===== config.mk =====
export PLATFORM = sky130hd
export DESIGN_NAME = cn_msg_expander_flat
export DESIGN_NICKNAME = d
export VERILOG_FILES = /design/src/rtl/cn_msg_expander_if.sv /design/src/rtl/cn_msg_expander.sv /design/src/flat_wrapper.sv
export SDC_FILE = /design/constraint.sdc
export NUM_CORES = 1
export LEC_CHECK = 0
export ABC_AREA = 1
export BUFFER_PORTS_ARGS = -buffer_cell sky130_fd_sc_hd__buf_2
export CAP_MARGIN = 5
export CORE_ASPECT_RATIO = 0.9
export CORE_UTILIZATION = 54
export CTS_CLUSTER_DIAMETER = 150
export DETAILED_ROUTE_END_ITERATION = 10
export GPL_ROUTABILITY_DRIVEN = 1
export MAX_ROUTING_LAYER = met4
export PLACE_DENSITY_LB_ADDON = 0.3
export SYNTH_ARGS = -nofsm -noshare
export SYNTH_HDL_FRONTEND = slang
export SYNTH_SLANG_ARGS = --single-unit

===== constraint.sdc =====
create_clock -name clk -period 2.9 [get_ports clk]
set_clock_uncertainty 0.15 [all_clocks]
set_input_delay 0.58 -clock clk [delete_from_list [all_inputs] [get_ports clk]]
set_output_delay 0.58 -clock clk [all_outputs]
set_load 0.02 [all_outputs]

===== src/rtl/cn_msg_expander_if.sv =====
// Handshake bundle for the check-to-variable message expander.
// Record input (in_*) and per-edge message output (out_*).
interface cn_msg_expander_if #(
    parameter int DEG   = 16,
    parameter int MAG_W = 5,
    parameter int IDX_W = 4
);
    logic             in_valid;
    logic             in_ready;
    logic [MAG_W-1:0] in_min1;
    logic [MAG_W-1:0] in_min2;
    logic [IDX_W-1:0] in_min1_idx;
    logic [DEG-1:0]   in_signs;
    logic             out_valid;
    logic             out_ready;
    logic [MAG_W:0]   out_msg;
    logic [IDX_W-1:0] out_idx;
    logic             out_last;

    modport master (
        output in_valid, in_min1, in_min2, in_min1_idx, in_signs, out_ready,
        input  in_ready, out_valid, out_msg, out_idx, out_last
    );

    modport slave (
        input  in_valid, in_min1, in_min2, in_min1_idx, in_signs, out_ready,
        output in_ready, out_valid, out_msg, out_idx, out_last
    );
endinterface


===== src/rtl/cn_msg_expander.sv =====
// Expands one compressed min-sum check-node record into DEG offset-min-sum
// check-to-variable messages, one sign-magnitude beat per cycle.
module cn_msg_expander #(
    parameter int DEG    = 16,
    parameter int MAG_W  = 5,
    parameter int IDX_W  = 4,
    parameter int OFFSET = 1
) (
    input  logic             clk,
    input  logic             rst_n,
    cn_msg_expander_if.slave bus
);

    localparam logic [0:0]       STATE_IDLE = 1'b0;
    localparam logic [0:0]       STATE_EMIT = 1'b1;
    localparam logic [IDX_W-1:0] LAST_IDX   = IDX_W'(DEG - 1);
    localparam logic [MAG_W-1:0] OFF        = MAG_W'(OFFSET);

    logic [0:0]       state_q, state_d;
    logic [IDX_W-1:0] cnt_q, cnt_d;
    logic [MAG_W-1:0] min1_q, min1_d;
    logic [MAG_W-1:0] min2_q, min2_d;
    logic [IDX_W-1:0] idx_q, idx_d;
    logic [DEG-1:0]   signs_q, signs_d;
    logic             par_q, par_d;

    logic             out_valid;
    logic             at_last;
    logic             consume;
    logic             in_ready;
    logic             accept;
    logic [MAG_W-1:0] raw;
    logic [MAG_W-1:0] mag;
    logic             sgn;

    // NOTE: every _d gets its _q as a default first so no path through the
    // block leaves a signal unassigned, which would infer a latch.
    always_comb begin
        out_valid = (state_q == STATE_EMIT);
        at_last   = (cnt_q == LAST_IDX);
        consume   = out_valid && bus.out_ready;
        // Accepting alongside the final consume lets bursts run back to back.
        in_ready  = (state_q == STATE_IDLE) || (consume && at_last);
        accept    = bus.in_valid && in_ready;

        state_d = state_q;
        cnt_d   = cnt_q;
        min1_d  = min1_q;
        min2_d  = min2_q;
        idx_d   = idx_q;
        signs_d = signs_q;
        par_d   = par_q;

        if (consume) begin
            if (at_last) begin
                cnt_d   = '0;
                state_d = STATE_IDLE;
            end else begin
                cnt_d = cnt_q + 1'b1;
            end
        end

        if (accept) begin
            state_d = STATE_EMIT;
            cnt_d   = '0;
            min1_d  = bus.in_min1;
            min2_d  = bus.in_min2;
            idx_d   = bus.in_min1_idx;
            signs_d = bus.in_signs;
            par_d   = ^bus.in_signs;
        end
    end

    // The edge that supplied min1 must not see its own value, so it gets min2.
    always_comb begin
        raw = (cnt_q == idx_q) ? min2_q : min1_q;
        mag = (raw > OFF) ? (raw - OFF) : '0;
        sgn = (mag != '0) && (par_q ^ signs_q[cnt_q]);

        bus.in_ready  = in_ready;
        bus.out_valid = out_valid;
        bus.out_idx   = cnt_q;
        bus.out_last  = out_valid && at_last;
        bus.out_msg   = out_valid ? {sgn, mag} : '0;
    end

    // NOTE: sequential state uses non-blocking assignments only, so every flop
    // samples the values from before this edge regardless of statement order.
    always_ff @(posedge clk or negedge rst_n) begin
        if (!rst_n) begin
            state_q <= STATE_IDLE;
            cnt_q   <= '0;
            min1_q  <= '0;
            min2_q  <= '0;
            idx_q   <= '0;
            signs_q <= '0;
            par_q   <= 1'b0;
        end else begin
            state_q <= state_d;
            cnt_q   <= cnt_d;
            min1_q  <= min1_d;
            min2_q  <= min2_d;
            idx_q   <= idx_d;
            signs_q <= signs_d;
            par_q   <= par_d;
        end
    end

endmodule


===== src/flat_wrapper.sv =====
// flat-port wrapper written by rule: the top's interface ports become plain ports
module cn_msg_expander_flat 
#(
    parameter int DEG    = 16,
    parameter int MAG_W  = 5,
    parameter int IDX_W  = 4,
    parameter int OFFSET = 1
)
  (clk, rst_n, bus_in_valid, bus_in_min1, bus_in_min2, bus_in_min1_idx, bus_in_signs, bus_out_ready, bus_in_ready, bus_out_valid, bus_out_msg, bus_out_idx, bus_out_last);
  cn_msg_expander_if #(.DEG(DEG), .MAG_W(MAG_W), .IDX_W(IDX_W)) bus_i ();
  input  logic clk;
  input  logic rst_n;
  input wire logic [$bits(bus_i.in_valid)-1:0] bus_in_valid;
  input wire logic [$bits(bus_i.in_min1)-1:0] bus_in_min1;
  input wire logic [$bits(bus_i.in_min2)-1:0] bus_in_min2;
  input wire logic [$bits(bus_i.in_min1_idx)-1:0] bus_in_min1_idx;
  input wire logic [$bits(bus_i.in_signs)-1:0] bus_in_signs;
  input wire logic [$bits(bus_i.out_ready)-1:0] bus_out_ready;
  output wire logic [$bits(bus_i.in_ready)-1:0] bus_in_ready;
  output wire logic [$bits(bus_i.out_valid)-1:0] bus_out_valid;
  output wire logic [$bits(bus_i.out_msg)-1:0] bus_out_msg;
  output wire logic [$bits(bus_i.out_idx)-1:0] bus_out_idx;
  output wire logic [$bits(bus_i.out_last)-1:0] bus_out_last;
  assign bus_i.in_valid = bus_in_valid;
  assign bus_i.in_min1 = bus_in_min1;
  assign bus_i.in_min2 = bus_in_min2;
  assign bus_i.in_min1_idx = bus_in_min1_idx;
  assign bus_i.in_signs = bus_in_signs;
  assign bus_i.out_ready = bus_out_ready;
  assign bus_in_ready = bus_i.in_ready;
  assign bus_out_valid = bus_i.out_valid;
  assign bus_out_msg = bus_i.out_msg;
  assign bus_out_idx = bus_i.out_idx;
  assign bus_out_last = bus_i.out_last;
  cn_msg_expander #(.DEG(DEG), .MAG_W(MAG_W), .IDX_W(IDX_W), .OFFSET(OFFSET)) u_core (.clk(clk), .rst_n(rst_n), .bus(bus_i));
endmodule

==> results_dict.tcl <==
set metrics [dict create \
    status "finished clean" \
    clk_pin_slew_ns 0.08 \
    grt_max_degree 42 \
    period_minus_slack_ns 2.88 \
    crit_chain "inv_1 > nand2_1 > nand2_2 > nor2_8 > nand2_4 > nand2_4 > nand2_4 > inv_4 > ha_4 > inv_2 > nand2_2 > nand2_4 > o21ai_1 > nand3_1 > nor2_1 > nor2_1 > buf_4" \
    globalplace.congestion 0.806 \
    peakVddDrop_mv 0.445 \
    fin_crit_sh_pct 99.4 \
    setup_ws_ns 0.0185 \
    path_delay_family "simple AND/OR/NAND/NOR gates" \
    r2r_cells 9 \
    syn2layout_area_growth_pct 21.8 \
    cts_max_level 2 \
    wl_per_cell_um 12.0 \
    place_ws_ns 0.211 \
    clkLatencyLatePin_ns 0.29 \
    hp-class "in -> async" \
    ys.flop_type "dfrtp_1" \
    numCtsBuffers 5 \
    dp_hpwl_um 3160 \
    grt_usage_pct 24.3 \
    routed_wl_um 4460 \
    core_area_mm2 0.00373 \
    setup_viol 0 \
    drive_gt1_share_pct 29.7 \
    grt_overflow 0 \
    drt_iter0_drc 109 \
    io_buffers 46 \
    die_h_um 61.2 \
    seq_area_frac_synth_pct 42.9 \
    hold_viol 0 \
    ant_nets 0 \
    p_leak_uw 0.00138 \
    cp.arrival_ns 2.15 \
    antenna_cells 0 \
    power.total_uw 2730 \
    num_vias 1855 \
    ys_ff_latch 36 \
    postSynthAreaPerCell_um2 7.63 \
    yosysTopAreaCellShare_pct 42.9 \
    rr_endpoint "u_core.bus.out_idx[2]$_DFFE_PN0P_" \
    cts_root_buffer "clkbuf_8" \
    synth_fp_nets 312 \
    die_w_um 67.7 \
    clockBufferDepth 2 \
    cts_tree "yes" \
    dr.pass1.iters 4 \
    crit_slowest_cell "dfrtp_1" \
    io_pins 47 \
    synthCells 275 \
    grt_setup_unrepaired "true" \
    critical_path_class "reg -> out" \
    drv_slew 0 \
    async_flop_share_pct 100 \
    path_common_cell "nand2_4" \
    yosysTopAreaCell "dfrtp_1" \
    clock_sinks 36 \
    worst_pin_slew_ns 0.793 \
    cp_max_fo 6 \
    crit_path_start_kind "register" \
    finalHoldWorstSlack_ns 0.218 \
    synth.cell_area_mm2 0.00210 \
    synth_area_leaders "dfrtp_1 43%, nand2_1 18%, o21ai_0 5.0%, xnor2_1 4.6%, inv_1 3.6%" \
    nets 363 \
    critPathRequiredTime_ns 2.17 \
    max_freq_mhz 347 \
    slew-limit-headroom_pct 47.1 \
    grt_pass1_wl_um 7040 \
    die_area_mm2 0.00414 \
    r2r_slack_ns 0.63 \
    cp_slowest_stage_delay_ns 0.40 \
    start_util_pct 56.3 \
    max_cap_violations 0 \
    yosysUniqueCellTypes 25 \
    worst_setup_path_end_kind "output port" \
    ys_warn_count 0 \
    vias_per_cell 4.97 \
    synth_edf_count 0 \
    placementRows 21 \
    crit-reg2reg-launch "u_core.bus.out_idx[0]$_DFFE_PN0P_" \
    grt_pass1_vias 1626 \
    drc 0 \
    power_density_mw_per_mm2 1070 \
    fin_util_pct 68.5 \
    antenna_found_initial 0 \
    path_buf_inv 4 \
]
-- cell usage in the layout, fill, tap and decap left out, drive strengths merged --
cell type and n:
a21oi 4, buf 53, clkbuf 7, clkinvlp 1, dfrtp 36, ha 3, inv 25, nand2 114
nand3 11, nand3b 2, nand4 2, nor2 20, nor3 2, o21ai 24, o22ai 5, or2 1
xnor2 11, xor2 6
-- metrics by stage --
| stage | TNS, ns | std cells | cell area, um^2 |
|---|---|---|---|
| after floorplan | 0 | 275 | 2100 |
| after global placement | 0 | 362 | 2370 |
| after detailed placement | 0 | 362 | 2370 |
| after CTS | 0 | 372 | 2480 |
| after global routing | -0.172 | 373 | 2560 |
| final | 0 | 373 | 2560 |
-- final cells by class --
type | instances | area [um^2]
inverters | 25 | 96.3
repair buffers | 53 | 290
clock inverters | 1 | 7.51
clock buffers | 7 | 86.3
fillers | 296 | 1170
multi-input cells | 205 | 1110
well taps | 46 | 57.6
flip-flops and latches | 36 | 905
-- worst register-to-register path, cell delays in order (launching register included) --
cell	delay [ns]
dfrtp_1	0.41
buf_4	0.19
ha_1	0.23
nand3_1	0.14
nand2_1	0.10
nand2_1	0.11
nor2_2	0.05
inv_1	0.54
nand2_1	0.11
a21oi_1	0.16
-- metal layers --
metal  global-route usage (%)  routed length (um)
met5                        -                   0
met4                     7.29                  57
met3                     5.00                 182
met2                     37.9                2060
met1                     31.9                2160
-- how the worst max path moves through the flow --
stage | endpoint | depth (start not counted) | from | slack [ns]
finish | bus_out_msg[5] | 17 | u_core.bus.out_idx[0]$_DFFE_PN0P_ | 0.02
global route | bus_out_msg[5] | 14 | u_core.bus.out_idx[0]$_DFFE_PN0P_ | -0.14
CTS | bus_out_msg[5] | 13 | u_core.idx_q[1]$_DFFE_PN0P_ | 0.003
detailed placement | bus_out_msg[5] | 14 | u_core.bus.out_idx[2]$_DFFE_PN0P_ | 0.21
global placement | bus_out_msg[5] | 14 | u_core.bus.out_idx[2]$_DFFE_PN0P_ | 0.29
floorplan | bus_out_msg[4] | 13 | u_core.bus.out_idx[0]$_DFFE_PN0P_ | 0.1
-- flip-flops by register name, summed over array words and instances, names as in the netlist --
name and cells:
u_core.signs_q 16, u_core.min1_q 5, u_core.min2_q 5, u_core.bus.out_idx 4, u_core.idx_q 4, u_core.bus.out_valid 1, u_core.par_q 1
-- cells in the mapped netlist, types with 3 or more instances --
library cell  instances
nand2_1             100
xnor2_1              11
o21ai_1               3
o21ai_0              21
nand2_2              10
xor2_1                6
inv_1                20
nor2_1               17
ha_1                  3
o22ai_1               5
buf_2                 4
nand3_1              11
nand2_4               4
a21oi_1               4
clkbuf_1              3
dfrtp_1              36
inv_2                 5
-- report_power, final --
part	switching (uW)	internal [uW]	leakage, uW
clock network	180	193	0.0000445
registers	114	698	0.000437
logic	956	593	0.000900
total	1250	1480	0.00138
-- repair_timing --
item                                    4_1_cts  5_1_grt
pin swaps                                     1       13
hold buffers                                  0        0
resized for setup                             4       16
setup buffers                                 2        1
endpoints found under the setup margin        4        5
endpoints found under the hold margin         0        0
cloned                                        0        0
-- logic make-up after synthesis --
group	Yosys count	synth area share, %
compound gates	33	8.16
xor+xnor	17	7.09
fa+ha+maj	3	1.79
buf+inv	34	6.85
flops	36	42.9
simple gates	152	33.2
Note: power is estimated with default switching activity, not from simulation.
